[src/rtl/router_ctrl.sv]
// -----------------------------------------------------------------------------
// router_ctrl
// Control FSM for a 1-to-3 packet router. A packet arrives as a header byte
// (destination in data_in[1:0]), payload bytes while pkt_valid=1, and a parity
// byte on the cycle pkt_valid drops. The FSM steers write strobes to the
// output FIFO at the latched address, stalls the source (busy) while it waits
// for space, and flushes any FIFO that sits unread for 30 cycles.
//
// Ports
//   clock        in   sole clock, rising edge
//   reset        in   synchronous active-high reset, overrides every input
//   pkt_valid    in   high for header and payload bytes, low on parity byte
//   data_in[7:0] in   source byte; [1:0] is the destination on the header
//   fifo_full    in   per-FIFO full flags
//   fifo_empty   in   per-FIFO empty flags
//   read_enb     in   per-FIFO downstream read strobes
//   write_enb    out  one-hot write strobe to the addressed FIFO
//   detect_add, lfd_state, ld_state, laf_state, rst_int_reg
//                out  state-decode strobes for the datapath
//   busy         out  source must hold data_in while high
//   vld_out      out  per-FIFO data-available (= ~fifo_empty)
//   soft_reset   out  registered one-cycle timeout flush per FIFO
// -----------------------------------------------------------------------------
module router_ctrl (
  input  logic       clock,
  input  logic       reset,
  input  logic       pkt_valid,
  input  logic [7:0] data_in,
  input  logic [2:0] fifo_full,
  input  logic [2:0] fifo_empty,
  input  logic [2:0] read_enb,
  output logic [2:0] write_enb,
  output logic       detect_add,
  output logic       lfd_state,
  output logic       ld_state,
  output logic       laf_state,
  output logic       rst_int_reg,
  output logic       busy,
  output logic [2:0] vld_out,
  output logic [2:0] soft_reset
);

  typedef enum logic [2:0] {
    DECODE_ADDRESS  = 3'd0,
    WAIT_TILL_EMPTY = 3'd1,
    LOAD_FIRST_DATA = 3'd2,
    LOAD_DATA       = 3'd3,
    FIFO_FULL_STATE = 3'd4,
    LOAD_AFTER_FULL = 3'd5,
    LOAD_PARITY     = 3'd6,
    CHECK_PARITY    = 3'd7
  } state_e;

  // Idle cycles before a flush fires: counter reaches 29 after 29 idle
  // cycles, so the pulse appears after the 30th idle edge.
  localparam logic [4:0] IDLE_TERMINAL = 5'd29;

  state_e     state_r;
  state_e     next_state_s;
  logic [1:0] addr_r;
  logic [4:0] idle_cnt_r [3];
  logic [2:0] soft_reset_r;

  logic [1:0] hdr_addr_s;
  logic       hdr_ok_s;
  logic       full_q_s;
  logic       empty_q_s;
  logic       abort_s;
  logic [2:0] we_s;
  logic [2:0] we_raw_s;
  logic       detect_add_s;
  logic       lfd_s;
  logic       ld_s;
  logic       laf_s;
  logic       rst_int_s;
  logic       busy_s;
  logic [2:0] vld_s;
  logic       unused_s;

  // Select bit idx of a 3-bit per-FIFO vector; address 3 has no FIFO.
  function automatic logic sel3(input logic [2:0] vec, input logic [1:0] idx);
    logic bit_v;
    case (idx)
      2'd0:    bit_v = vec[0];
      2'd1:    bit_v = vec[1];
      2'd2:    bit_v = vec[2];
      default: bit_v = 1'b0;
    endcase
    return bit_v;
  endfunction

  // One-hot decode of a FIFO address; address 3 decodes to no strobe.
  function automatic logic [2:0] onehot3(input logic [1:0] idx);
    logic [2:0] oh_v;
    case (idx)
      2'd0:    oh_v = 3'b001;
      2'd1:    oh_v = 3'b010;
      2'd2:    oh_v = 3'b100;
      default: oh_v = 3'b000;
    endcase
    return oh_v;
  endfunction

  assign hdr_addr_s = data_in[1:0];
  assign hdr_ok_s   = pkt_valid && (hdr_addr_s != 2'd3);
  assign full_q_s   = sel3(fifo_full, addr_r);
  assign empty_q_s  = sel3(fifo_empty, addr_r);
  assign vld_s      = ~fifo_empty;
  // A timeout on the FIFO being written kills the packet in flight.
  assign abort_s    = sel3(soft_reset_r, addr_r) && (state_r != DECODE_ADDRESS);
  assign unused_s   = ^data_in[7:2];

  // State register and destination-address latch.
  always_ff @(posedge clock) begin
    if (reset) begin
      state_r <= DECODE_ADDRESS;
      addr_r  <= 2'd0;
    end else begin
      state_r <= next_state_s;
      if ((state_r == DECODE_ADDRESS) && hdr_ok_s) begin
        addr_r <= hdr_addr_s;
      end else begin
        addr_r <= addr_r;
      end
    end
  end

  // Next-state logic and state-decode outputs.
  always_comb begin
    next_state_s = state_r;
    we_raw_s     = 3'b000;
    we_s         = 3'b000;
    detect_add_s = 1'b0;
    lfd_s        = 1'b0;
    ld_s         = 1'b0;
    laf_s        = 1'b0;
    rst_int_s    = 1'b0;
    busy_s       = 1'b0;

    case (state_r)
      DECODE_ADDRESS: begin
        detect_add_s = 1'b1;
        if (hdr_ok_s) begin
          if (sel3(fifo_empty, hdr_addr_s)) begin
            next_state_s = LOAD_FIRST_DATA;
          end else begin
            next_state_s = WAIT_TILL_EMPTY;
          end
        end else begin
          next_state_s = DECODE_ADDRESS;
        end
      end
      WAIT_TILL_EMPTY: begin
        busy_s = 1'b1;
        if (empty_q_s) begin
          next_state_s = LOAD_FIRST_DATA;
        end else begin
          next_state_s = WAIT_TILL_EMPTY;
        end
      end
      LOAD_FIRST_DATA: begin
        lfd_s        = 1'b1;
        busy_s       = 1'b1;
        we_raw_s     = onehot3(addr_r);
        next_state_s = LOAD_DATA;
      end
      LOAD_DATA: begin
        ld_s = 1'b1;
        if (pkt_valid) begin
          we_raw_s = onehot3(addr_r);
        end else begin
          we_raw_s = 3'b000;
        end
        if (full_q_s) begin
          next_state_s = FIFO_FULL_STATE;
        end else if (!pkt_valid) begin
          next_state_s = LOAD_PARITY;
        end else begin
          next_state_s = LOAD_DATA;
        end
      end
      FIFO_FULL_STATE: begin
        busy_s = 1'b1;
        if (!full_q_s) begin
          next_state_s = LOAD_AFTER_FULL;
        end else begin
          next_state_s = FIFO_FULL_STATE;
        end
      end
      LOAD_AFTER_FULL: begin
        laf_s    = 1'b1;
        busy_s   = 1'b1;
        we_raw_s = onehot3(addr_r);
        if (pkt_valid) begin
          next_state_s = LOAD_DATA;
        end else begin
          next_state_s = LOAD_PARITY;
        end
      end
      LOAD_PARITY: begin
        busy_s       = 1'b1;
        we_raw_s     = onehot3(addr_r);
        next_state_s = CHECK_PARITY;
      end
      CHECK_PARITY: begin
        rst_int_s    = 1'b1;
        busy_s       = 1'b1;
        next_state_s = DECODE_ADDRESS;
      end
      default: begin
        next_state_s = DECODE_ADDRESS;
      end
    endcase

    // Abort wins over everything; otherwise a full FIFO is never written.
    if (abort_s) begin
      next_state_s = DECODE_ADDRESS;
      we_s         = 3'b000;
    end else if (full_q_s) begin
      we_s = 3'b000;
    end else begin
      we_s = we_raw_s;
    end
  end

  // Per-FIFO idle counters and registered timeout flush pulses.
  always_ff @(posedge clock) begin
    if (reset) begin
      for (int i = 0; i < 3; i++) begin
        idle_cnt_r[i]   <= 5'd0;
        soft_reset_r[i] <= 1'b0;
      end
    end else begin
      for (int i = 0; i < 3; i++) begin
        if (read_enb[i] || !vld_s[i]) begin
          // A read in the terminal cycle cancels the flush.
          idle_cnt_r[i]   <= 5'd0;
          soft_reset_r[i] <= 1'b0;
        end else if (idle_cnt_r[i] == IDLE_TERMINAL) begin
          idle_cnt_r[i]   <= 5'd0;
          soft_reset_r[i] <= 1'b1;
        end else begin
          idle_cnt_r[i]   <= idle_cnt_r[i] + 5'd1;
          soft_reset_r[i] <= 1'b0;
        end
      end
    end
  end

  assign write_enb   = we_s;
  assign detect_add  = detect_add_s;
  assign lfd_state   = lfd_s;
  assign ld_state    = ld_s;
  assign laf_state   = laf_s;
  assign rst_int_reg = rst_int_s;
  assign busy        = busy_s;
  assign vld_out     = vld_s;
  assign soft_reset  = soft_reset_r;

endmodule

[config.mk]
export PLATFORM = sky130hd
export DESIGN_NAME = router_ctrl
export DESIGN_NICKNAME = d
export VERILOG_FILES = /design/src/rtl/router_ctrl.sv
export SDC_FILE = /design/constraint.sdc
export NUM_CORES = 1
export LEC_CHECK = 0
export CELL_PAD_IN_SITES_DETAIL_PLACEMENT = 0
export CELL_PAD_IN_SITES_GLOBAL_PLACEMENT = 1
export CORE_AREA = 2 2 69 71
export DETAILED_ROUTE_END_ITERATION = 10
export DIE_AREA = 0 0 71 73
export PLACE_DENSITY = 0.78
export SKIP_LAST_GASP = 1
export SLEW_MARGIN = 25
export SYNTH_ARGS = -nofsm -noshare
export SYNTH_HDL_FRONTEND = slang
export SYNTH_SLANG_ARGS = --single-unit
[constraint.sdc]
create_clock -name clock -period 1.84 [get_ports clock]
set_input_delay 0.46 -clock clock [delete_from_list [all_inputs] [get_ports clock]]
set_output_delay 0.46 -clock clock [all_outputs]
set_load 0.01 [all_outputs]
==> results.yml <==
power:
  p_sw_mw: 0.301
  ir_drop_uv: 212
  swShare_pct: 26.0
  p_clk_share_pct: 27.5
  combPwrFrac_pct: 21.2
  seqPwrFrac_pct: 51.2
  intPower_mw: 0.857
  p_leak_nw: 0.846
  power_density_nw_per_um2: 558
floorplanning:
  rows: 25
  fp.dieH_um: 73
  start_util_pct: 30.9
  dieArea_sq_um: 5180
  ios: 35
  coreArea_sq_um: 4540
  chipWidth_um: 71
logic_synthesis:
  ys_top_cells_by_area: "edfxtp_1 (32%), dfxtp_1 (11%), ha_1 (5.4%)"
  ys_types: 41
  synth_edf_count: 15
  synth_area_sq_um: 1400
  synth_warnings: 0
  synth-seq-cells: 23
  yosysMostFrequentCell: "nor2_1"
  synth_seq_area_share_pct: 43.5
  synth_top_area_share_pct: 32.1
  syn_avg_cell_area_sq_um: 10.3
  synth_common_cells: "nor2_1 (18), edfxtp_1 (15), inv_1 (10)"
  yosys.area.top_type: "edfxtp_1"
  synth_flop_cell: "edfxtp_1"
  synthArstFlopShare_pct: 0
  synth_cells: 136
detailed_routing:
  wire_per_inst_um: 11.4
  remaining_drc_errors: 0
  num_vias: 1186
  ant_nets: 0
  detail_route.vias_per_cell: 4.54
  drt_iter0_drc: 47
  dr.pass1.iters: 4
  drt_wl_total_um: 2960
critical_path:
  critPathBufInv: 1
  cp-end-kind: "output pin"
  cp_max_fo: 3
  slowest_delay_ns: 0.35
  crit_path_start_kind: "register"
  required_ns: 1.38
  crit_chain: "mux2_4, a21oi_4, o21ai_4, a2111oi_4, buf_2"
  worstSetupPathType: "reg2out"
  cp_slowest_cell: "dfxtp_2"
  worstPathArrival_ns: 1.58
  r2r_slack_ns: 0.15
  critPathTopFamily: "compound AO/OA/AOI/OAI gates"
timing:
  hold_violations: 0
  min_period_ns: 2.04
  clock.fmax_ghz: 0.491
  post-route-period-util_pct: 111
  rsz0062_at_grt: "true"
  worst_slack_ns: -0.198
  finalSetupTns_ns: -0.586
  drv_slew: 0
  final-setup-viol-count: 3
  skew_ns: 0.00590
grt:
  grtUsageTotal_pct: 12.1
  first_global_vias: 1134
  antenna_found_initial: 0
  grt_max_degree: 14
  grt_pass1_wl_um: 4990
  overflow: 0
min_path:
  hold_path.class: "reg2reg"
cts:
  clock_latency_ns: 0.26
  root_buffer: "clkbuf_8"
  tritoncts: "yes"
  cts_hold_buf: 0
  clk_pin_slew_ns: 0.09
  numCtsBuffers: 3
  cts.sink_count: 23
  htreeDepth: 1
  clockBufferDepth: 2
placement:
  gp_congestion: 0.830
  io_buffers: 28
  dp_hpwl_um: 2340
status:
  violations: "setup timing"
  status: "complete, but fails checks"
run:
  cap_violations: 0
layout:
  n_antenna_cell: 0
  finish.net_count: 234
  drive_above_1_share_pct: 28.0
  syn2layout_area_growth_pct: 47.9
  postLayoutCoreUtil_pct: 45.7
  nFillCells: 459
==> cells by family after synthesis <==
| family | share of synthesized area [%] |
|---|---|
| and+or+nand+nor | 19.9 |
| xor gates and xnor gates | 6.24 |
| adders and majority gates | 5.35 |
| buffers and inverters | 5.89 |
| muxes | 3.57 |
| DFF | 43.5 |
| AOI/OAI and AO/OA | 15.3 |
| other | 0.267 |
==> registers in the layout, indices dropped and copies added (netlist names) <==
| register | count |
|---|---|
| soft_reset | 3 |
| state_r | 3 |
| idle_cnt_r | 15 |
| addr_r | 2 |
==> layout make-up <==
type / count / area (sq um) / area share, %
Clock inverter: 1 / 5.00 / 0.241
Multi-Input combinational cell: 111 / 828 / 39.9
Inverter: 12 / 45.0 / 2.17
Timing Repair Buffer: 57 / 472 / 22.7
Clock buffer: 3 / 41.3 / 1.99
Tap cell: 54 / 67.6 / 3.26
Sequential cell: 23 / 616 / 29.7
==> per-stage QoR <==
step | area [sq um] | setup WS, ns | power, mW | hold slack [ns] | instances
global placement | 2000 | -0.879 | 0.844 | 0.610 | 251
global route | 2070 | -0.288 | 1.22 | 0.644 | 261
detailed placement | 2000 | -0.913 | 0.846 | 0.606 | 251
CTS | 2060 | -0.272 | 1.17 | 0.629 | 260
floorplan | 1520 | 0.00784 | 0.734 | 0.502 | 150
finish | 2070 | -0.198 | 1.16 | 0.622 | 261
==> layout by cell type (no fill, tap or decap), types with 3 or more instances in the layout <==
cell type,synthesis,final
nand3_1,8,8
buf_2,0,4
ha_1,6,6
nor2b_1,3,3
clkdlybuf4s50_1,0,12
buf_4,0,28
edfxtp_1,15,15
nand4_1,3,3
conb_1,1,15
dfxtp_1,8,4
clkbuf_8,0,3
nor3_1,4,4
xnor2_1,4,4
a21oi_1,4,4
a2111oi_4,1,4
nand2_1,7,7
nor2_1,18,18
clkdlybuf4s15_1,0,4
dfxtp_2,0,4
xor2_1,6,6
inv_1,10,10
dlygate4sd2_1,0,8
==> per-layer routing <==
layer  vias to the layer above  share of wire [%]  global-route usage, %
met5                         -                  0                      0
met4                         0               0.91                   3.77
met3                         2                3.2                   1.93
met2                        22                 48                   20.8
met1                       550                 48                   15.6
li1                        612                  -                      -
==> power groups by stage <==
| stage | combinational [mW] | clock [mW] | sequential [mW] |
|---|---|---|---|
| after floorplan | 0.136 | 0 | 0.598 |
| after global placement | 0.240 | 0 | 0.605 |
| after detailed placement | 0.241 | 0 | 0.605 |
| after CTS | 0.242 | 0.336 | 0.594 |
| after global routing | 0.270 | 0.354 | 0.598 |
| final | 0.246 | 0.319 | 0.593 |
==> worst paths after layout <==
kind / startpoint / end / cells after the start
worst min register to register: idle_cnt_r[1][4]$_SDFFCE_PN0P_ / soft_reset[1]$_SDFF_PP0_ / 2
worst max-delay path: addr_r[1]$_SDFFE_PP0P_ / write_enb[1] / 5
worst max register to register: addr_r[1]$_SDFFE_PP0P_ / state_r[1]$_SDFF_PP0_ / 5
worst min-delay path: idle_cnt_r[1][4]$_SDFFCE_PN0P_ / soft_reset[1]$_SDFF_PP0_ / 2
==> worst min-delay path: cells and delay by family (launching register included) <==
kind          cells  cell delay, ns
flops             1            0.41
simple gates      2            0.16
==> what timing repair did <==
action / 4_1_cts / 5_1_grt
endpoints found under the hold margin: 0 / 0
gates cloned: 0 / 0
buffers inserted: 5 / 1
resized for setup: 33 / 5
pin swaps: 7 / 5
setup endpoints to repair: 12 / 7
No activity file was read; power rests on OpenSTA's default activity.
